<file path="src/rtl/hand_coord_uart_tx.sv">
// -----------------------------------------------------------------------------
// hand_coord_uart_tx
// Serialises the two hand-marker coordinate pairs to a peer board as a 9-byte
// 8N1 UART packet: three 0xFF sync bytes followed by the clamped top and bottom
// marker coordinates packed as three bytes per pair.
//
// Ports
//   clk_65mhz          : system clock, all logic on this edge
//   sys_rst            : synchronous active-high reset
//   hand_x_left_top    : top marker x (12 bit)
//   hand_y_left_top    : top marker y (12 bit)
//   hand_x_left_bottom : bottom marker x (12 bit)
//   hand_y_left_bottom : bottom marker y (12 bit)
//   transmit_xy_update : one-cycle pulse, coordinates valid this cycle
//   uart_txd           : registered serial output, idle high
//   busy               : high while a packet is being shifted out
//   packet_done        : one-cycle pulse after the final stop bit
//   dropped            : one-cycle pulse when a pending snapshot is overwritten
// -----------------------------------------------------------------------------
module hand_coord_uart_tx #(
    parameter int CLKS_PER_BIT = 564,
    parameter int X_MAX        = 1023,
    parameter int Y_MAX        = 767
) (
    input  logic        clk_65mhz,
    input  logic        sys_rst,
    input  logic [11:0] hand_x_left_top,
    input  logic [11:0] hand_y_left_top,
    input  logic [11:0] hand_x_left_bottom,
    input  logic [11:0] hand_y_left_bottom,
    input  logic        transmit_xy_update,
    output logic        uart_txd,
    output logic        busy,
    output logic        packet_done,
    output logic        dropped
);

    localparam logic [1:0] ST_IDLE  = 2'd0;
    localparam logic [1:0] ST_START = 2'd1;
    localparam logic [1:0] ST_DATA  = 2'd2;
    localparam logic [1:0] ST_STOP  = 2'd3;

    localparam int                BAUD_W    = (CLKS_PER_BIT > 1) ? $clog2(CLKS_PER_BIT) : 1;
    localparam logic [BAUD_W-1:0] BAUD_LAST = BAUD_W'(CLKS_PER_BIT - 1);
    localparam logic [BAUD_W-1:0] BAUD_ONE  = BAUD_W'(1);
    localparam logic [3:0]        LAST_BYTE = 4'd8;
    localparam logic [11:0]       X_LIM     = 12'(X_MAX);
    localparam logic [11:0]       Y_LIM     = 12'(Y_MAX);

    // Saturate a coordinate at its ceiling.
    function automatic logic [11:0] clamp12(input logic [11:0] v, input logic [11:0] lim);
        return (v > lim) ? lim : v;
    endfunction

    // Packet byte for a given position. The snapshot is {xt, yt, xb, yb}, so
    // the six payload bytes are simply its consecutive 8-bit slices.
    function automatic logic [7:0] byte_sel(input logic [47:0] snap, input logic [3:0] idx);
        logic [7:0] b;
        case (idx)
            4'd0:    b = 8'hFF;
            4'd1:    b = 8'hFF;
            4'd2:    b = 8'hFF;
            4'd3:    b = snap[47:40];
            4'd4:    b = snap[39:32];
            4'd5:    b = snap[31:24];
            4'd6:    b = snap[23:16];
            4'd7:    b = snap[15:8];
            4'd8:    b = snap[7:0];
            default: b = 8'hFF;
        endcase
        return b;
    endfunction

    logic [1:0]        state_r, state_s;
    logic [2:0]        bit_cnt_r, bit_cnt_s;
    logic [3:0]        byte_cnt_r, byte_cnt_s;
    logic [BAUD_W-1:0] baud_r, baud_s;
    logic              done_s;
    logic              txd_s;
    logic              busy_s;
    logic [7:0]        cur_byte_s;
    logic [47:0]       snap_in_s;
    logic [47:0]       pkt_r;
    logic [47:0]       pend_r;
    logic              pend_valid_r;
    logic              uart_txd_r;
    logic              busy_r;
    logic              packet_done_r;
    logic              dropped_r;

    // Clamped view of the live coordinate inputs.
    always_comb begin
        snap_in_s = {clamp12(hand_x_left_top,    X_LIM), clamp12(hand_y_left_top,    Y_LIM),
                     clamp12(hand_x_left_bottom, X_LIM), clamp12(hand_y_left_bottom, Y_LIM)};
    end

    // Next-state and counter logic of the bit/byte sequencer.
    always_comb begin
        state_s    = state_r;
        bit_cnt_s  = bit_cnt_r;
        byte_cnt_s = byte_cnt_r;
        baud_s     = baud_r;
        done_s     = 1'b0;
        case (state_r)
            ST_IDLE: begin
                // A fresh update or a parked snapshot both launch a packet.
                if (transmit_xy_update || pend_valid_r) begin
                    state_s    = ST_START;
                    bit_cnt_s  = 3'd0;
                    byte_cnt_s = 4'd0;
                    baud_s     = '0;
                end else begin
                    state_s = ST_IDLE;
                end
            end
            ST_START: begin
                if (baud_r == BAUD_LAST) begin
                    state_s   = ST_DATA;
                    bit_cnt_s = 3'd0;
                    baud_s    = '0;
                end else begin
                    baud_s = baud_r + BAUD_ONE;
                end
            end
            ST_DATA: begin
                if (baud_r == BAUD_LAST) begin
                    baud_s = '0;
                    if (bit_cnt_r == 3'd7) begin
                        state_s = ST_STOP;
                    end else begin
                        bit_cnt_s = bit_cnt_r + 3'd1;
                    end
                end else begin
                    baud_s = baud_r + BAUD_ONE;
                end
            end
            ST_STOP: begin
                if (baud_r == BAUD_LAST) begin
                    baud_s = '0;
                    if (byte_cnt_r == LAST_BYTE) begin
                        state_s = ST_IDLE;
                        done_s  = 1'b1;
                    end else begin
                        state_s    = ST_START;
                        byte_cnt_s = byte_cnt_r + 4'd1;
                    end
                end else begin
                    baud_s = baud_r + BAUD_ONE;
                end
            end
            default: begin
                state_s = ST_IDLE;
            end
        endcase
    end

    // Line level for the next cycle, decoded from the next sequencer state so
    // the output register lines up exactly with the state it belongs to.
    always_comb begin
        cur_byte_s = byte_sel(pkt_r, byte_cnt_s);
        busy_s     = (state_s != ST_IDLE);
        case (state_s)
            ST_IDLE:  txd_s = 1'b1;
            ST_START: txd_s = 1'b0;
            ST_DATA:  txd_s = cur_byte_s[bit_cnt_s];
            ST_STOP:  txd_s = 1'b1;
            default:  txd_s = 1'b1;
        endcase
    end

    // Sequencer state, counters and registered line outputs.
    always_ff @(posedge clk_65mhz) begin
        if (sys_rst) begin
            state_r       <= ST_IDLE;
            bit_cnt_r     <= 3'd0;
            byte_cnt_r    <= 4'd0;
            baud_r        <= '0;
            uart_txd_r    <= 1'b1;
            busy_r        <= 1'b0;
            packet_done_r <= 1'b0;
        end else begin
            state_r       <= state_s;
            bit_cnt_r     <= bit_cnt_s;
            byte_cnt_r    <= byte_cnt_s;
            baud_r        <= baud_s;
            uart_txd_r    <= txd_s;
            busy_r        <= busy_s;
            packet_done_r <= done_s;
        end
    end

    // Snapshot capture: the in-flight packet register only loads in IDLE, so a
    // packet never changes once started; updates while busy park in one slot.
    always_ff @(posedge clk_65mhz) begin
        if (sys_rst) begin
            pkt_r        <= 48'd0;
            pend_r       <= 48'd0;
            pend_valid_r <= 1'b0;
            dropped_r    <= 1'b0;
        end else if (state_r == ST_IDLE) begin
            if (transmit_xy_update) begin
                // The new update supersedes anything still parked.
                pkt_r        <= snap_in_s;
                pend_valid_r <= 1'b0;
                dropped_r    <= pend_valid_r;
            end else if (pend_valid_r) begin
                pkt_r        <= pend_r;
                pend_valid_r <= 1'b0;
                dropped_r    <= 1'b0;
            end else begin
                dropped_r <= 1'b0;
            end
        end else begin
            if (transmit_xy_update) begin
                pend_r       <= snap_in_s;
                pend_valid_r <= 1'b1;
                dropped_r    <= pend_valid_r;
            end else begin
                dropped_r <= 1'b0;
            end
        end
    end

    assign uart_txd    = uart_txd_r;
    assign busy        = busy_r;
    assign packet_done = packet_done_r;
    assign dropped     = dropped_r;

endmodule

</file>
<file path="config.mk">
export PLATFORM = sky130hd
export DESIGN_NAME = hand_coord_uart_tx
export DESIGN_NICKNAME = d
export VERILOG_FILES = /design/src/rtl/hand_coord_uart_tx.sv
export SDC_FILE = /design/constraint.sdc
export NUM_CORES = 1
export LEC_CHECK = 0
export ABC_CLOCK_PERIOD_IN_PS = 8300
export BUFFER_PORTS_ARGS = -buffer_cell sky130_fd_sc_hd__buf_4
export CAP_MARGIN = 25
export CORE_UTILIZATION = 51
export DETAILED_ROUTE_END_ITERATION = 7
export GPL_TIMING_DRIVEN = 0
export MAX_ROUTING_LAYER = met4
export PLACE_DENSITY = 0.7
export SYNTH_ARGS = -nofsm -noshare
export SYNTH_HDL_FRONTEND = slang
export SYNTH_SLANG_ARGS = --single-unit
export TNS_END_PERCENT = 1
</file>
<file path="constraint.sdc">
create_clock -name clk_65mhz -period 8.3 [get_ports clk_65mhz]
set_clock_uncertainty 0.05 [all_clocks]
set_input_delay 0.415 -clock clk_65mhz [delete_from_list [all_inputs] [get_ports clk_65mhz]]
set_output_delay 0.415 -clock clk_65mhz [all_outputs]
set_load 0.03 [all_outputs]
</file>
==> summary.md <==
| Metric | Value |
|---|---|
| CTS sink cnt | `120` |
| Rel. slew slack | `36.95%` |
| Setup_tns | `0 ns` |
| Worst skew pair latency | `0.54 ns` |
| Worst-path fanout max | `10` |
| Power Dens Cells | `226.3 nW/um^2` |
| Gp weighted congestion | `0.8988` |
| Mapped Nets | `761` |
| Hold_buf cts | `0` |
| Post-layout nets | `833` |
| Leakage | `2.600 nW` |
| Die ar. | `11670 um^2` |
| Top FF cell, synth | `dfxtp_1` |
| Number of post-CTS setup repair buffers | `0` |
| Largest family of logic cells by synthesized area | `compound AO/OA/AOI/OAI gates` |
| Area grow syn2layout | `20.85%` |
| Post-synthesis adder-cell area fraction | `2.620%` |
| Fillers | `944` |
| Syn avg cell area | `8.212 um^2` |
| Synth top area cells | `dfxtp_1, nor2_1, a211oi_1` |
| Die Height | `108.0 um` |
| Mapped Area | `5732 um^2` |
| Crit path required time | `8.66 ns` |
| DRT Pass-1 Iters | `5` |
| Worst Path Arrival | `3.89 ns` |
| PostCTS Resize Cnt | `0` |
| Switching Power | `0.3995 mW` |
| FF-to-FF path depth | `12` |
| Residual DRC | `0` |
| Final setup violation count | `0` |
| Comb pwr share | `10.6%` |
| Unrepaired setup endpoints after global routing | `no` |
| Mux cell area share after synthesis | `3.602%` |
| Core Rows | `38` |
| Initial antenna violation count | `0` |
| Seq pwr share | `40.1%` |
| Maximum number of pins on one net before global-route repair | `17` |
| Critical Path Sink Type | `flop` |
| CTS clk-pin slew, worst paths | `0.06 ns` |
| CTS root buffer | `clkbuf_8` |
| Hold Path Class | `input port to flop` |
| CTS tree | `yes` |
| Power share of the clock group | `49.4%` |
| Setup crit start kind | `flop` |
| Share of flip-flops with an asynchronous set or reset | `0%` |
| Register area share after synthesis | `41.91%` |
| Leading area contributor after synthesis | `dfxtp_1` |
| H-tree depth | `4` |
| Max-cap violations | `0` |
| Final worst path period share | `42.45%` |
| Vias per Instance | `5.820` |
| Dpl hpwl | `11.28 mm` |
| Commonest non-fill, non-tap cell in the layout | `nor2_1` |
| Worst-Margin Slew | `0.9437 ns` |
| DR iter-0 viols | `425` |
| FF+latch count, synth | `120` |
| Slew Limit Fails | `0` |
| Layout cells sized above 1 | `14.43%` |
| Core ar. | `10890 um^2` |
| Post-Syn Instances | `698` |
| Number of global-route vias before repair | `5077` |
| IO Count | `55` |
| Post-synth EDFFs | `0` |
| Clock tree buffer depth | `2` |
| Synth top area share | `41.91%` |
| Post-route ant nets | `0` |
| Initial Util | `52.64%` |
| Min Hold Slack | `0.1099 ns` |
| Hold path cells | `3` |
| Compound-gate portion of the synthesized area | `24.19%` |
| N_diodes | `0` |
| Status | `finished, final reports clean` |
| Most frequent cells in the layout | `nor2_1, dfxtp_1, a211oi_1, a21oi_1, buf_4` |
| Via count | `5372` |
| I/O Buffers | `53` |
| Top achievable clock speed | `283.8 MHz` |
| Total CTS buffers | `17` |
| Xor-xnor portion of the synthesized cell area | `0%` |
| VDD IR max | `186.6 uV` |
| Die width | `108.0 um` |
| First-pass GRT wire length | `25.56 mm` |
| Post-Synth Simple-Gate Area | `23.34%` |
| Switching share of power | `25.49%` |
| Final Hold Viols | `0` |
| Tmin final | `3.524 ns` |
| All-Layer GR Usage | `29.47%` |
| YS warnings | `0` |
| Synth cell types | `70` |
| Global route total overflow | `0` |
| Setup CP Type | `flop to flop` |
| Drt wl/cell | `16.58 um` |
| Routed wire length | `15.30 mm` |
| Total internal power | `1.168 mW` |
-- sequential cells by signal, indices dropped and copies added (netlist names) --
| register | cells |
|---|---|
| uart_txd | 1 |
| pkt_r | 48 |
| dropped | 1 |
| pend_r | 48 |
| byte_cnt_r | 4 |
| baud_r | 10 |
| bit_cnt_r | 3 |
| packet_done | 1 |
| state_r | 2 |
| pend_valid_r | 1 |
| busy | 1 |
-- cells by family after synthesis --
logic type,Yosys count
buf+inv,61
compound gates,196
mux,20
simple gates,289
flops,120
fa+ha+maj,12
-- cell usage after synthesis, types with 3 or more instances --
master and instances:
nor2_1 191, dfxtp_1 120, a211oi_1 78, a21oi_1 61, clkbuf_1 43, nand2_1 18
nand3_1 17, mux2i_1 15, ha_1 12, o21ai_0 12, and2_1 10, nor3b_1 9
inv_1 8, nand2b_1 7, nor2b_1 6, mux2_2 5, nand4_1 5, nor3_1 5
a211o_1 4, a311oi_1 4, buf_2 4, a221oi_1 3, buf_1 3
-- power groups by stage --
| stage | combinational (mW) | sequential, mW | clock, mW |
|---|---|---|---|
| finish | 0.166 | 0.628 | 0.774 |
| global placement | 0.160 | 0.639 | 0 |
| global route | 0.186 | 0.631 | 0.807 |
| floorplan | 0.107 | 0.634 | 0 |
| detailed placement | 0.164 | 0.640 | 0 |
| CTS | 0.165 | 0.628 | 0.780 |
-- routing by layer --
metal  GRT usage, %  part of all wire (%)  up-vias  wire length, um
met5              -                     0        -                0
met1          36.37                    45     2538             6859
met3          6.691                   4.7       32              724
li1               -                     -     2648                -
met2          46.50                    48      154             7284
met4          11.94                   2.8        0              433
-- worst max-delay path, stage by stage (launching register included) --
cell and delay, ns:
dfxtp_1 0.36, inv_1 0.12, ha_1 0.18, nor3b_2 0.40, buf_2 0.32, o22ai_1 0.12, mux2i_1 0.35, clkbuf_1 0.40
o21ai_0 0.21, a221o_1 0.33, o211ai_2 0.14, nand4_1 0.10, a311o_1 0.31
-- layout make-up --
class | instances | area, um^2 | share of cell area [%]
Buffer | 53 | 219.0 | 3.161
Clock buffer | 18 | 427.9 | 6.178
Clock inverter | 14 | 193.9 | 2.800
Inverter | 8 | 30.03 | 0.4335
Multi-Input combinational cell | 517 | 3080 | 44.47
Sequential cell | 120 | 2402 | 34.68
Tap cell | 140 | 175.2 | 2.529
Timing Repair Buffer | 53 | 397.9 | 5.744
-- final timing paths --
check	startpoint	end	slack, ns
max	state_r[0]	uart_txd	4.78
min	hand_y_left_top[8]	pend_r[32]	0.11
max reg2reg	state_r[0]	uart_txd	4.78
min reg2reg	pend_r[23]	pend_r[23]	0.41
-- metrics by stage --
| step | power (mW) | util (%) | setup WS (ns) | std cells | cell area [um^2] |
|---|---|---|---|---|---|
| 2_1_floorplan | 0.7417 | - | 5.395 | 698 | 5732 |
| 3_3_place_gp | 0.7987 | 57.91 | 4.941 | 891 | 6305 |
| 3_5_place_dp | 0.8042 | 57.91 | 4.847 | 891 | 6305 |
| 4_1_cts | 1.573 | 63.62 | 4.831 | 923 | 6927 |
| 5_1_grt | 1.624 | 63.62 | 4.529 | 923 | 6927 |
| 6_report | 1.567 | 63.62 | 4.776 | 923 | 6927 |
Power figures use the tool's default switching activity.
